$ cat src/rtl/fifo_pkg.sv
// Default geometry shared by the FIFO and anything that instantiates it.
package fifo_pkg;

   localparam int unsigned DEFAULT_WIDTH  = 32;
   localparam int unsigned DEFAULT_DEPTH  = 16;
   localparam int unsigned DEFAULT_ADDR_W = 4;

endpackage

$ cat src/rtl/fifo.sv
// Single-clock FIFO with registered read data and registered EMPTY/FULL/LAST flags.
module fifo
   import fifo_pkg::*;
#(
   parameter int unsigned WIDTH  = DEFAULT_WIDTH,
   parameter int unsigned DEPTH  = DEFAULT_DEPTH,
   parameter int unsigned ADDR_W = DEFAULT_ADDR_W
) (
   input  logic             CLKP,
   input  logic             RSTP,
   input  logic [WIDTH-1:0] DIP,
   input  logic             PUSHP,
   input  logic             POPP,
   output logic [WIDTH-1:0] DOP,
   output logic             EMPTYP,
   output logic             FULLP,
   output logic             LASTP
);

   localparam logic [ADDR_W:0] FullCnt = (ADDR_W + 1)'(DEPTH);
   localparam logic [ADDR_W:0] OneCnt  = (ADDR_W + 1)'(1);

   logic [WIDTH-1:0]  mem [0:DEPTH-1];
   logic [ADDR_W-1:0] wr_ptr;
   logic [ADDR_W-1:0] rd_ptr;
   logic [ADDR_W:0]   count;
   logic [ADDR_W:0]   count_nxt;
   logic              wr_en;
   logic              rd_en;

   assign wr_en = PUSHP & ~FULLP;
   assign rd_en = POPP & ~EMPTYP;

   always_comb begin
      count_nxt = count;
      if (wr_en && !rd_en) begin
         count_nxt = count + OneCnt;
      end else if (rd_en && !wr_en) begin
         count_nxt = count - OneCnt;
      end
   end

   // Storage has no reset so it maps onto RAM; reset only blocks the write.
   always_ff @(posedge CLKP) begin
      if (wr_en && !RSTP) begin
         mem[wr_ptr] <= DIP;
      end
   end

   always_ff @(posedge CLKP) begin
      if (RSTP) begin
         wr_ptr <= '0;
         rd_ptr <= '0;
         count  <= '0;
         DOP    <= '0;
         EMPTYP <= 1'b1;
         FULLP  <= 1'b0;
         LASTP  <= 1'b0;
      end else begin
         if (wr_en) begin
            wr_ptr <= wr_ptr + 1'b1;
         end
         if (rd_en) begin
            DOP    <= mem[rd_ptr];
            rd_ptr <= rd_ptr + 1'b1;
         end
         count  <= count_nxt;
         EMPTYP <= (count_nxt == '0);
         FULLP  <= (count_nxt == FullCnt);
         LASTP  <= (count_nxt == OneCnt);
      end
   end

endmodule

$ cat config.mk
export PLATFORM = sky130hd
export DESIGN_NAME = fifo
export DESIGN_NICKNAME = d
export VERILOG_FILES = /design/src/rtl/fifo_pkg.sv /design/src/rtl/fifo.sv
export SDC_FILE = /design/constraint.sdc
export NUM_CORES = 1
export LEC_CHECK = 0
export CAP_MARGIN = 20
export CELL_PAD_IN_SITES_DETAIL_PLACEMENT = 0
export CELL_PAD_IN_SITES_GLOBAL_PLACEMENT = 1
export CORE_UTILIZATION = 30
export CTS_CLUSTER_SIZE = 20
export DETAILED_ROUTE_END_ITERATION = 10
export PLACE_DENSITY = 0.48
export SLEW_MARGIN = 0
export SYNTH_ARGS = -nofsm -noshare
export SYNTH_HDL_FRONTEND = slang
export SYNTH_SLANG_ARGS = --single-unit
export TNS_END_PERCENT = 10
$ cat constraint.sdc
create_clock -name CLKP -period 3.65 [get_ports CLKP]
set_input_delay 0.365 -clock CLKP [delete_from_list [all_inputs] [get_ports CLKP]]
set_output_delay 0.365 -clock CLKP [all_outputs]
set_load 0.05 [all_outputs]
=== Word-level counts from Yosys, hierarchy flattened ===
Memories as Yosys holds them, arrays and structs flattened. A register that Yosys moved wholly into a read port is not among the register bits.
Index checks and enable logic that the tools add are counted.

* Add/subtract/negate cells: 4
* Multiply operators: 0
* Divide/modulo/power cells: 0
* Magnitude comparators: 0
* Eq/ne operators: 2
* Shifts and indexed selects: 0
* Muxes and demuxes: 4
* Bitwise gates (word level): 4
* Reductions and logical operators: 7

{| class="wikitable"
|+ Operator list
! operator !! number
|-
| $mux 5 || 2
|-
| $add 4x1->4 const B || 2
|-
| $add 5x1->5 const B || 1
|-
| $eq 5x1->1 const B || 1
|-
| $eq 5x5->1 const B || 1
|-
| $logic_not 5->1 || 1
|-
| $sub 5x1->5 const B || 1
|-
| $logic_and 1x1->1 || 3
|-
| $logic_not 1->1 || 3
|-
| $and 1x1->1 || 2
|-
| $mux 1 || 2
|-
| $not 1->1 || 2
|}

* Flip-flop bits (word level): 16
* Bits in latches: 0
* RAM bits: 512
* Bits in read-only memories: 0
* Bits of input ports: 36
* Output and inout port bits: 35
* Logic and storage cells: 28
* Memories kept: 1

{| class="wikitable"
|+ Memories
! name !! words !! width !! read ports !! clocked after memory_dff !! wr ports !! line !! source
|-
| mem || 16 || 32 || 1 || 1 || 1 || fifo.sv:23 || <nowiki>logic [WIDTH-1:0] mem [0:DEPTH-1];</nowiki>
|}

=== Logic depth before layout (Yosys ltp) ===
Gate-level depths: netlist of the first run.

* Word-level depth: 7
* Mapped depth: 7

=== Worst setup path after synthesis of the first run ===
No wires, ideal clock.

* Path type: register to register
* Start: register FULLP
* End: memory mem[3][0] (netlist name) (enable)
* Data arrival time: 2,473 ps
* Setup slack: 756 ps
* Cell stages (with the launch flop): 5
* Buffers on the path: 1
* Cells stage by stage: dfxtp_1 > nor2b_1 > buf_2 > nand2_1 > nor2_1

* Word-level cells in the longest chain between the ends: 5

{| class="wikitable"
|+ Ends and longest elaborated chain
! item !! line !! source
|-
| start, declared || fifo.sv:16 || <nowiki>output logic FULLP,</nowiki>
|-
| start signal, assigned || fifo.sv:69 || <nowiki>FULLP <= (count_nxt == FullCnt);</nowiki>
|-
| $not 1->1 || fifo.sv:31 || <nowiki>assign wr_en = PUSHP & ~FULLP;</nowiki>
|-
| $and 1x1->1 || fifo.sv:31 ||
|-
| $logic_and 1x1->1 || fifo.sv:45 || <nowiki>if (wr_en && !RSTP) begin</nowiki>
|-
| $mux 1 || fifo.sv:45 ||
|-
| $mux 1 (implied by the code) || fifo.sv:46 || <nowiki>mem[wr_ptr] <= DIP;</nowiki>
|-
| end, declared || fifo.sv:23 ||
|}

Every way passes these cells.

==> out/metrics.csv, run 1 <==
stage;metric;value;unit
setup_path;worst-path-buf-inv;1;
pwr;netSwitchingFraction;24.0;%
synthesis;synth_fp_nets;1011;
drt;vias;9774;
setup_path;slowest_stage;mux4_2;
placement;hpwlAfterDp;28200;µm
sta;holdWs;477;ps
clock_tree;ctsResizeCount;0;
drt;dr.pass1.iters;5;
clock_tree;htree_levels;2;
clock_tree;clk_path_buf_depth;3;
synthesis;syn_inst;968;
setup_path;r2r_cells;5;
floorplanning;die_x;266;µm
synthesis;seq_area_frac_synth;78.0;%
floorplanning;die_area;70900;µm²
pwr;vdd_drop_max;0.390;mV
setup_path;criticalPathCategory;reg -> reg;
floorplanning;die_h;266;µm
drt;wl_per_cell;23.7;µm
drt;met2WireLength;23500;µm
pwr;p_int;11.8;mW
setup_path;rr_startpoint;rd_ptr[0];
final_layout;layout-area-overhead-vs-synth;20.5;%
pwr;p_comb_share;13.1;%
final_layout;antenna_cells;0;
global_route;grt_first_pass_wirelength;72800;µm
global_route;antenna_found_initial;0;
clock_tree;clk_pin_slew;60;ps
min_path;hold_class;reg -> reg;
setup_path;crit_fanout;41;
sta;finClkSkew;41.1;ps
min_path;hp-start;DOP[11];
synthesis;synth_warnings;0;
global_route;grt_overflow_total;0;
drt;drtAntennaViolNets;0;
min_path;holdPathStages;1;
clock_tree;cts_buffers;60;
placement;gp_congestion;0.702;
pwr;leakagePower;7.76;nW
sta;fmax;0.436;GHz
floorplanning;io_pins;71;
pwr;cellPowerDensity;614;nW/µm²
global_route;grt_pass1_vias;10500;
pwr;switchingPower;3.72;mW
flow_run;drv_cap;0;
pwr;sequentialPowerShare;46.9;%
sta;slew_headroom;36.3;%
sta;fin_crit_sh;62.8;%
setup_path;timing.rr.end;DOP[16];
drt;wl;49100;µm
floorplanning;fp-row-count;96;
sta;fin_tns_setup;0;ps
clock_tree;hold_buffers;0;
drt;maxUsedRoutingLayer;met4;
setup_path;cp.required;4170;ps
floorplanning;fp.coreArea;68800;µm²
sta;hold_violations;0;
synthesis;synth_area;21000;µm²
drt;wl_met3;1980;µm
setup_path;critPathLaunchType;flip-flop;
sta;min_period;2290;ps
final_layout;fin_nets;1134;
drt;avgViaCountPerCell;4.71;
clock_tree;clock-root-buffer;clkbuf_16;
synthesis;ys_seq_elements;560;
sta;finalMaxSlewViolations;0;
setup_path;cp-end-kind;flip-flop;
placement;port_buffers;70;
synthesis;avgSynthCellArea;21.6;µm²
setup_path;path_delay_family;compound AO/OA/AOI/OAI gates;
global_route;grt_max_degree;58;
clock_tree;tritoncts;yes;
outcome;status;complete, no violations;
placement;placed_cell_area;23200;µm²
min_path;whs_endpoint;DOP[11];
clock_tree;clock_latency;640;ps
clock_tree;clock-sinks;560;
synthesis;ys_types;34;
final_layout;post-route-cell-area;25200;µm²
setup_path;crit_chain;buf_12 > mux4_2 > a22oi_1 > nand2_1 > a22o_1;
clock_tree;cts_setup_buffers;0;
sta;tightest_slew;956;ps
sta;setup_viol;0;
floorplanning;start_util;30.4;%
final_layout;layout-drive-gt1-share;25.4;%
drt;wl_met1;22700;µm
drt;drt_iter0_markers;657;
setup_path;cp.arrival;2810;ps
global_route;grt_util_all_layers;14.1;%
setup_path;cpPeakStageDelay;550;ps
drt;drcViolationCount;0;
sta;rsz0062_at_grt;no;
pwr;p_total;15.5;mW
pwr;p_clk_share;40.1;%
setup_path;regToRegSetupSlack;1360;ps
## cells in the final DEF (no fill, tap or decap), types with 5 or more instances in the layout
cell type	count
clkbuf_16	60
clkinv_2	8
ha_1	7
inv_1	5
buf_4	33
nor2_1	12
clkbuf_1	16
a22o_1	32
dfxtp_1	46
clkbuf_8	15
clkdlybuf4s50_1	70
nand2_1	43
buf_12	11
xnor2_1	6
a22oi_1	67
nor2_4	19
mux4_2	128
edfxtp_1	512
bufinv_16	5
## power by group through the flow
| stage | clock [mW] | sequential [mW] | combinational [mW] |
|---|---|---|---|
| after floorplan | 0 | 7.60 | 1.21 |
| after global routing | 6.64 | 7.28 | 2.19 |
| after detailed placement | 0 | 7.40 | 2.08 |
| after CTS | 6.38 | 7.26 | 2.09 |
| final | 6.21 | 7.26 | 2.02 |
| after global placement | 0 | 7.39 | 2.08 |
## per-stage QoR
step                utilization (%)  instances  setup slack, ps
CTS                            36.7       2074             1260
detailed placement             33.7       1960              804
global route                   36.7       2074             1190
global placement               33.7       1960              785
floorplan                         -        968              756
finish                         36.7       2074             1360
## flip-flops by register name, summed over array words and instances, names as in the netlist
signal  cells
FULLP       1
EMPTYP      1
mem       512
rd_ptr      4
LASTP       1
DOP        32
wr_ptr      4
count       5
## worst max-delay path by stage
| stage | start | end | slack [ps] | depth (start not counted) |
|---|---|---|---|---|
| 2_1_floorplan | FULLP | mem[3][0] | 760 | 4 |
| 3_3_place_gp | PUSHP | mem[14][22] | 790 | 5 |
| 3_5_place_dp | PUSHP | mem[14][23] | 800 | 5 |
| 4_1_cts | rd_ptr[0] | DOP[16] | 1260 | 5 |
| 5_1_grt | rd_ptr[0] | DOP[16] | 1190 | 5 |
| 6_report | rd_ptr[0] | DOP[16] | 1360 | 5 |
## worst reg2reg max path, delay by kind of cell, from the launching register on
family                 cells  cell delay, ps
AND/OR/NAND/NOR            1             160
AO/OA/AOI/OAI              2             570
flip-flops                 1             500
buffers and inverters      1             370
multiplexers               1             580
## synth_stat cells
cell / count / area, µm²
o211ai_1: 1 / 7.51
nor4b_1: 2 / 17.5
buf_2: 6 / 30.0
a22o_1: 32 / 280
buf_6: 8 / 90.1
xnor2_1: 6 / 52.6
o21ai_0: 1 / 5.00
nor2_1: 31 / 116
buf_4: 3 / 22.5
maj3_1: 1 / 10.0
nand2b_1: 2 / 12.5
o21ai_1: 1 / 5.00
nand3_1: 2 / 10.0
mux4_2: 128 / 2880
a21oi_1: 3 / 15.0
nor3_1: 4 / 20.0
edfxtp_1: 512 / 15400
and4_1: 1 / 8.76
inv_1: 5 / 18.8
clkbuf_1: 35 / 131
nand2_1: 43 / 161
xor2_1: 4 / 35.0
a22oi_1: 67 / 503
or3_1: 1 / 6.26
dfxtp_1: 48 / 961
and3_1: 1 / 6.26
nor2b_1: 4 / 25.0
and2_1: 3 / 18.8
o31ai_1: 1 / 7.51
ha_1: 7 / 87.6
nand3b_1: 1 / 7.51
o21a_1: 1 / 7.51
nand4_1: 2 / 12.5
buf_1: 1 / 3.75
## per-layer routing
layer | global-route usage (%) | vias up
met5 | 0 | -
met4 | 3.29 | 0
met3 | 2.32 | 67
met2 | 23.1 | 186
met1 | 19.8 | 5216
li1 | - | 4305
## layout make-up
cell class,instances,area [µm²]
Fill cell,6266,43600
Sequential cell,560,16300
Multi-Input combinational cell,350,4480
Clock buffer,91,1770
Timing Repair Buffer,114,1170
Tap cell,931,1160
Clock inverter,23,299
Inverter,5,18.8
## cell families (layout without fill, tap and decap cells)
kind of cell	Yosys count	count (layout)	synth area share, %
XOR/XNOR	10	10	0.418
flip-flops	560	560	78.0
AO/OA/AOI/OAI	107	107	3.96
adder cells (fa/ha/maj)	8	8	0.466
buffers and inverters	58	233	1.42
AND/OR/NAND/NOR	97	97	2.02
multiplexers	128	128	13.8
No activity file was read; power rests on OpenSTA's default activity.
==> run 2: changes to the inputs <==
clock period = 2.3 ns   (was 3.65 ns; I/O delays follow)
==> run 2 against run 1 <==
Total power rose by 57%; first-iteration DRC count rose by 1.8%; maximum frequency rose by 3.9%; clock skew fell by 20 ps; sequential cell count did not move; sequential share of layout area fell by 0.72 points; via count rose by 1.5%; register-to-register slack got worse by 1300 ps; clock power rose by 52%; die area did not move; sequential power rose by 58%; final cell count rose by 0.96%; critical path type unchanged; largest cell class unchanged.
==> out/metrics.csv, run 2 (same netlist as run 1, synthesis figures left out) <==
stage;metric;value;unit;change
sta;fin_tns_setup;0;ps;unchanged
clock_tree;tritoncts;yes;;
sta;tightest_slew;1050;ps;+90.8 ps
floorplanning;die_x;266;µm;unchanged
global_route;antenna_found_initial;0;;unchanged
global_route;grt_first_pass_wirelength;74800;µm;+2.7%
pwr;leakagePower;7.86;nW;+1.3%
drt;dr.pass1.iters;5;;unchanged
sta;finalMaxSlewViolations;0;;unchanged
final_layout;largestRegisters;mem x512, DOP x32, count x5;;
pwr;vdd_drop_max;0.587;mV;+50%
sta;setup_viol;0;;unchanged
outcome;status;complete, no violations;;
placement;dp_slack;81.2;ps;-723 ps
drt;drt_iter0_markers;669;;+1.8%
setup_path;cp.required;2810;ps;-1360 ps
setup_path;slowest_stage;mux4_2;;
setup_path;crit_chain;buf_12 > mux4_2 > a22oi_1 > nand2_1 > a22o_1;;
final_layout;multi_input_area;4480;µm²;unchanged
final_layout;layout-area-overhead-vs-synth;21.8;%;
global_route;grt_pass1_vias;10900;;+3.6%
setup_path;criticalPathCategory;reg -> reg;;
drt;wl;50000;µm;+1.8%
clock_tree;clock_latency;620;ps;-20 ps
pwr;cellPowerDensity;953;nW/µm²;+55%
sta;min_period;2210;ps;-85.3 ps
clock_tree;clock-sinks;560;;unchanged
final_layout;layout-drive-gt1-share;25.9;%;+0.51 points
final_layout;regMostFlops;mem;;
global_route;grt_overflow_total;0;;unchanged
min_path;hold_class;in -> reg;;
clock_tree;htree_levels;2;;unchanged
drt;wl_per_cell;23.9;µm;+0.84%
floorplanning;die_area;70900;µm²;unchanged
final_layout;final-seq-area;16300;µm²;unchanged
floorplanning;start_util;30.4;%;unchanged
drt;drtAntennaViolNets;0;;unchanged
setup_path;cp-end-kind;flip-flop;;
placement;port_buffers;70;;unchanged
global_route;grt_util_all_layers;14.4;%;+0.27 points
setup_path;cp.arrival;2720;ps;-90 ps
final_layout;layout_commonest_cell;edfxtp_1;;
final_layout;fillers;6325;;+0.94%
floorplanning;io_pins;71;;unchanged
sta;fmax;0.453;GHz;+3.9%
drt;drcViolationCount;0;;unchanged
flow_run;drv_cap;0;;unchanged
final_layout;fin_nets;1154;;+1.8%
global_route;grt_max_degree;49;;-16%
drt;vias;9916;;+1.5%
clock_tree;hold_buffers;0;;unchanged
sta;rsz0062_at_grt;yes;;
sta;finClkSkew;21.2;ps;-19.9 ps
placement;hpwlAfterDp;29700;µm;+5.6%
final_layout;final_cell_mix;512 x edfxtp_1, 128 x mux4_2, 70 x clkdlybuf4s50_1;;
sta;layout_setup_ws;93.3;ps;-1260 ps
drt;avgViaCountPerCell;4.74;;+0.48%
setup_path;cpPeakStageDelay;600;ps;+50 ps
placement;gp_congestion;0.704;;+0.33%
clock_tree;clk_path_buf_depth;3;;unchanged
floorplanning;fp.coreArea;68800;µm²;unchanged
final_layout;largest_reg_flops;512;;unchanged
setup_path;critPathLaunchType;flip-flop;;
sta;fin_crit_sh;95.9;%;+33 points
floorplanning;fp-row-count;96;;unchanged
sta;slew_headroom;30.2;%;-6.1 points
clock_tree;cts_buffers;61;;+1.7%
clock_tree;clock-root-buffer;clkbuf_16;;
clock_tree;clk_pin_slew;60;ps;about the same
floorplanning;die_h;266;µm;unchanged
setup_path;crit_fanout;35;;-15%
sta;hold_violations;0;;unchanged
final_layout;antenna_cells;0;;unchanged
[run 2: cell count changes in the layout (fill, tap and decap cells not counted), sizes merged]
cell | before | now
inv | 6 | 7
buf | 44 | 63
bufinv | 5 | 4
clkbuf | 91 | 87
clkinv | 16 | 22
clkinvlp | 1 | 0
[run 2: per-stage QoR]
step | util (%) | std cells | instance area [µm²] | hold WS (ps) | power (mW)
after floorplan | - | 968 | 21000 | 310 | 14.0
after global placement | 34.3 | 1979 | 23600 | 470 | 15.2
after detailed placement | 34.3 | 1979 | 23600 | 468 | 15.2
after CTS | 37.1 | 2094 | 25500 | 305 | 24.7
after global routing | 37.1 | 2094 | 25500 | 368 | 25.3
final | 37.1 | 2094 | 25500 | 345 | 24.3
[run 2: power by group]
| part | internal (mW) | total, mW | switching (mW) |
|---|---|---|---|
| Sequential | 11.4 | 11.5 | 0.154 |
| Combinational | 1.55 | 3.37 | 1.82 |
| Clock | 5.50 | 9.46 | 3.96 |
[run 2: worst paths after layout]
kind                  start       end  slack [ps]  cells past startpoint
setup / recovery  rd_ptr[0]    DOP[0]          90                      5
hold / removal         RSTP  count[1]         350                      3
setup reg to reg  rd_ptr[0]    DOP[0]          90                      5
hold reg to reg     DOP[21]   DOP[21]         480                      1
[run 2: layer usage]
layer / vias to the layer above / GRT usage (%) / part of all wire, %
met2: 200 / 23.9 / 49
met3: 73 / 2.49 / 3.9
met1: 5298 / 19.4 / 44
li1: 4345 / - / -
met4: 0 / 3.99 / 2.1
met5: - / 0 / 0
[run 2: what timing repair did]
action | CTS | global route
gates resized for setup | 0 | 0
setup endpoints to repair | 0 | 1
buffers inserted | 0 | 0
[run 2: area by class of cell]
class | count | area share (%)
Clock buffer | 87 | 6.56
Inverter | 5 | 0.0735
Multi-Input combinational cell | 350 | 17.6
Sequential cell | 560 | 64.0
Timing Repair Buffer | 133 | 6.21
Clock inverter | 28 | 1.02
Tap cell | 931 | 4.56
[run 2: critical path: cells and delay by family (launching register included)]
family / cells / cell delay [ps]
AO/OA/AOI/OAI: 2 / 550
flip-flops: 1 / 470
buffers and inverters: 1 / 330
multiplexers: 1 / 600
AND/OR/NAND/NOR: 1 / 130
==> run 3: changes to the inputs <==
PLACE_DENSITY = not set   (was 0.48)
PLACE_DENSITY_LB_ADDON = 0.1   (was not set)
TNS_END_PERCENT = not set   (was 10)
==> run 3 against run 2 <==
Sequential cell count unchanged; via count up 0.37%; first-iteration DRC count down 3.9%; final cell count up 1.0%; register-to-register slack better by 170 ps; critical path depth up 1; core utilization up 0.30 points; total power up 1.9%; setup slack better by 170 ps; sequential power about the same; critical endpoint is now DOP[4].
==> out/metrics.csv, run 3 (same netlist as run 1, synthesis figures left out) <==
stage;metric;value;unit;change
setup_path;rr_startpoint;rd_ptr[0];;
pwr;vdd_drop_max;0.456;mV;-22%
drt;drt_iter0_markers;643;;-3.9%
final_layout;layout-drive-gt1-share;26.9;%;+1.1 points
floorplanning;fp-row-count;96;;unchanged
setup_path;cp.arrival;2520;ps;-200 ps
min_path;holdPathStages;2;;-1
sta;min_period;2030;ps;-173 ps
sta;hold_violations;0;;unchanged
clock_tree;htree_levels;3;;+1
sta;rsz0062_at_grt;no;;
sta;slew_headroom;56.6;%;+26 points
floorplanning;die_x;266;µm;unchanged
drt;wl;51700;µm;+3.5%
clock_tree;tritoncts;yes;;
global_route;grt_overflow_total;0;;unchanged
final_layout;final_cell_mix;512 x edfxtp_1, 128 x mux4_2, 70 x clkdlybuf4s50_1;;
global_route;grt_first_pass_wirelength;76200;µm;+1.9%
final_layout;layout-area-overhead-vs-synth;22.8;%;
sta;finClkSkew;28.3;ps;+7.16 ps
final_layout;utilization;37.4;%;+0.30 points
clock_tree;ctsResizeCount;0;;unchanged
clock_tree;clk_pin_slew;50;ps;about the same
setup_path;criticalPathCategory;reg -> reg;;
sta;fmax;0.492;GHz;+8.5%
clock_tree;cts_buffers;67;;+9.8%
drt;dr.pass1.iters;4;;-1
min_path;hp-start;RSTP;;
floorplanning;fp.coreArea;68800;µm²;unchanged
final_layout;largest_reg_flops;512;;unchanged
drt;drcViolationCount;0;;unchanged
sta;finalMaxSlewViolations;0;;unchanged
final_layout;fin_cells;2115;;+1.0%
placement;place_inst;1992;;+0.66%
pwr;leakagePower;7.98;nW;+1.5%
global_route;grt_max_degree;39;;-20%
outcome;status;complete, no violations;;
sta;setup_viol;0;;unchanged
floorplanning;die_h;266;µm;unchanged
global_route;antenna_found_initial;1;;+1
final_layout;largestRegisters;mem x512, DOP x32, count x5;;
setup_path;cpMostUsedCell;buf_12;;
flow_run;drv_cap;0;;unchanged
clock_tree;cts_setup_buffers;0;;unchanged
setup_path;critPathLaunchType;flip-flop;;
setup_path;slowest_stage;mux4_2;;
clock_tree;hold_buffers;0;;unchanged
setup_path;crit_fanout;18;;-49%
drt;drtAntennaViolNets;0;;unchanged
clock_tree;clock-root-buffer;clkbuf_16;;
drt;avgViaCountPerCell;4.71;;-0.62%
placement;hpwlAfterDp;29900;µm;+0.41%
clock_tree;clock-sinks;560;;unchanged
final_layout;layout_commonest_cell;edfxtp_1;;
setup_path;critPathLaunch;rd_ptr[0];;
pwr;cellPowerDensity;963;nW/µm²;+1.1%
drt;wl_per_cell;24.5;µm;+2.5%
sta;tightest_slew;650;ps;-397 ps
floorplanning;start_util;30.4;%;unchanged
min_path;hold_class;in -> reg;;
floorplanning;io_pins;71;;unchanged
floorplanning;die_area;70900;µm²;unchanged
global_route;grt_pass1_vias;10900;;+0.0092%
final_layout;regMostFlops;mem;;
setup_path;crit_chain;buf_12 > buf_12 > mux4_2 > a22oi_1 > nand2_1 > a22o_1;;
clock_tree;clk_path_buf_depth;3;;unchanged
setup_path;cpPeakStageDelay;520;ps;-80 ps
placement;gp_congestion;0.690;;-2.0%
setup_path;cp.required;2790;ps;-20 ps
clock_tree;clock_latency;600;ps;-20 ps
global_route;grt_util_all_layers;15.1;%;+0.65 points
setup_path;r2r_cells;6;;+1
final_layout;fin_nets;1173;;+1.6%
sta;fin_crit_sh;88.4;%;-7.5 points
final_layout;antenna_cells;0;;unchanged
placement;port_buffers;70;;unchanged
drt;vias;9953;;+0.37%
setup_path;cp-end-kind;flip-flop;;
[run 3: changes by cell type in the layout (fill, tap and decap cells not counted), sizes merged]
cell	previous run	this run
inv	7	10
clkinv	22	25
buf	63	76
bufinv	4	1
clkinvlp	0	1
clkbuf	87	91
[run 3: where the power goes]
group          switching [mW]  internal (mW)
Sequential              0.137           11.4
Combinational            1.80           1.62
Clock                    4.17           5.71
[run 3: path summary, 6_finish.rpt]
| path | to | slack [ps] |
|---|---|---|
| max | DOP[4] | 270 |
| min | wr_ptr[2] | 370 |
| max reg2reg | DOP[4] | 270 |
| min reg2reg | DOP[16] | 480 |
[run 3: layout make-up]
cell class	count	area, µm²
clock inverters	32	251
flip-flops and latches	560	16300
multi-input cells	350	4480
repair buffers	146	1660
clock buffers	91	1820
fillers	6317	43100
inverters	5	18.8
well taps	931	1160
[run 3: routing by layer]
layer	up-vias	GRT usage, %	part of all wire [%]
li1	4381	-	-
met1	5327	20.4	45
met2	175	24.7	49
met3	68	2.53	4.2
met4	2	4.64	1.8
met5	-	0	0.014
[run 3: worst max-delay path, delay by kind of cell (launching register included)]
| kind | cells | cell delay [ps] |
|---|---|---|
| DFF | 1 | 380 |
| muxes | 1 | 520 |
| AOI/OAI and AO/OA | 2 | 510 |
| buffers and inverters | 2 | 400 |
| and+or+nand+nor | 1 | 110 |
[run 3: stage by stage]
step / hold WS, ps / power (mW) / TNS, ps / setup slack (ps) / area (µm²)
6_report: 366 / 24.8 / 0 / 266 / 25700
5_1_grt: 371 / 25.8 / 0 / 144 / 25700
4_1_cts: 341 / 25.3 / 0 / 216 / 25700
3_5_place_dp: 467 / 15.2 / -7620 / -127 / 23700
3_3_place_gp: 461 / 15.2 / -9080 / -158 / 23700
2_1_floorplan: 310 / 14.0 / -43310 / -118 / 21000
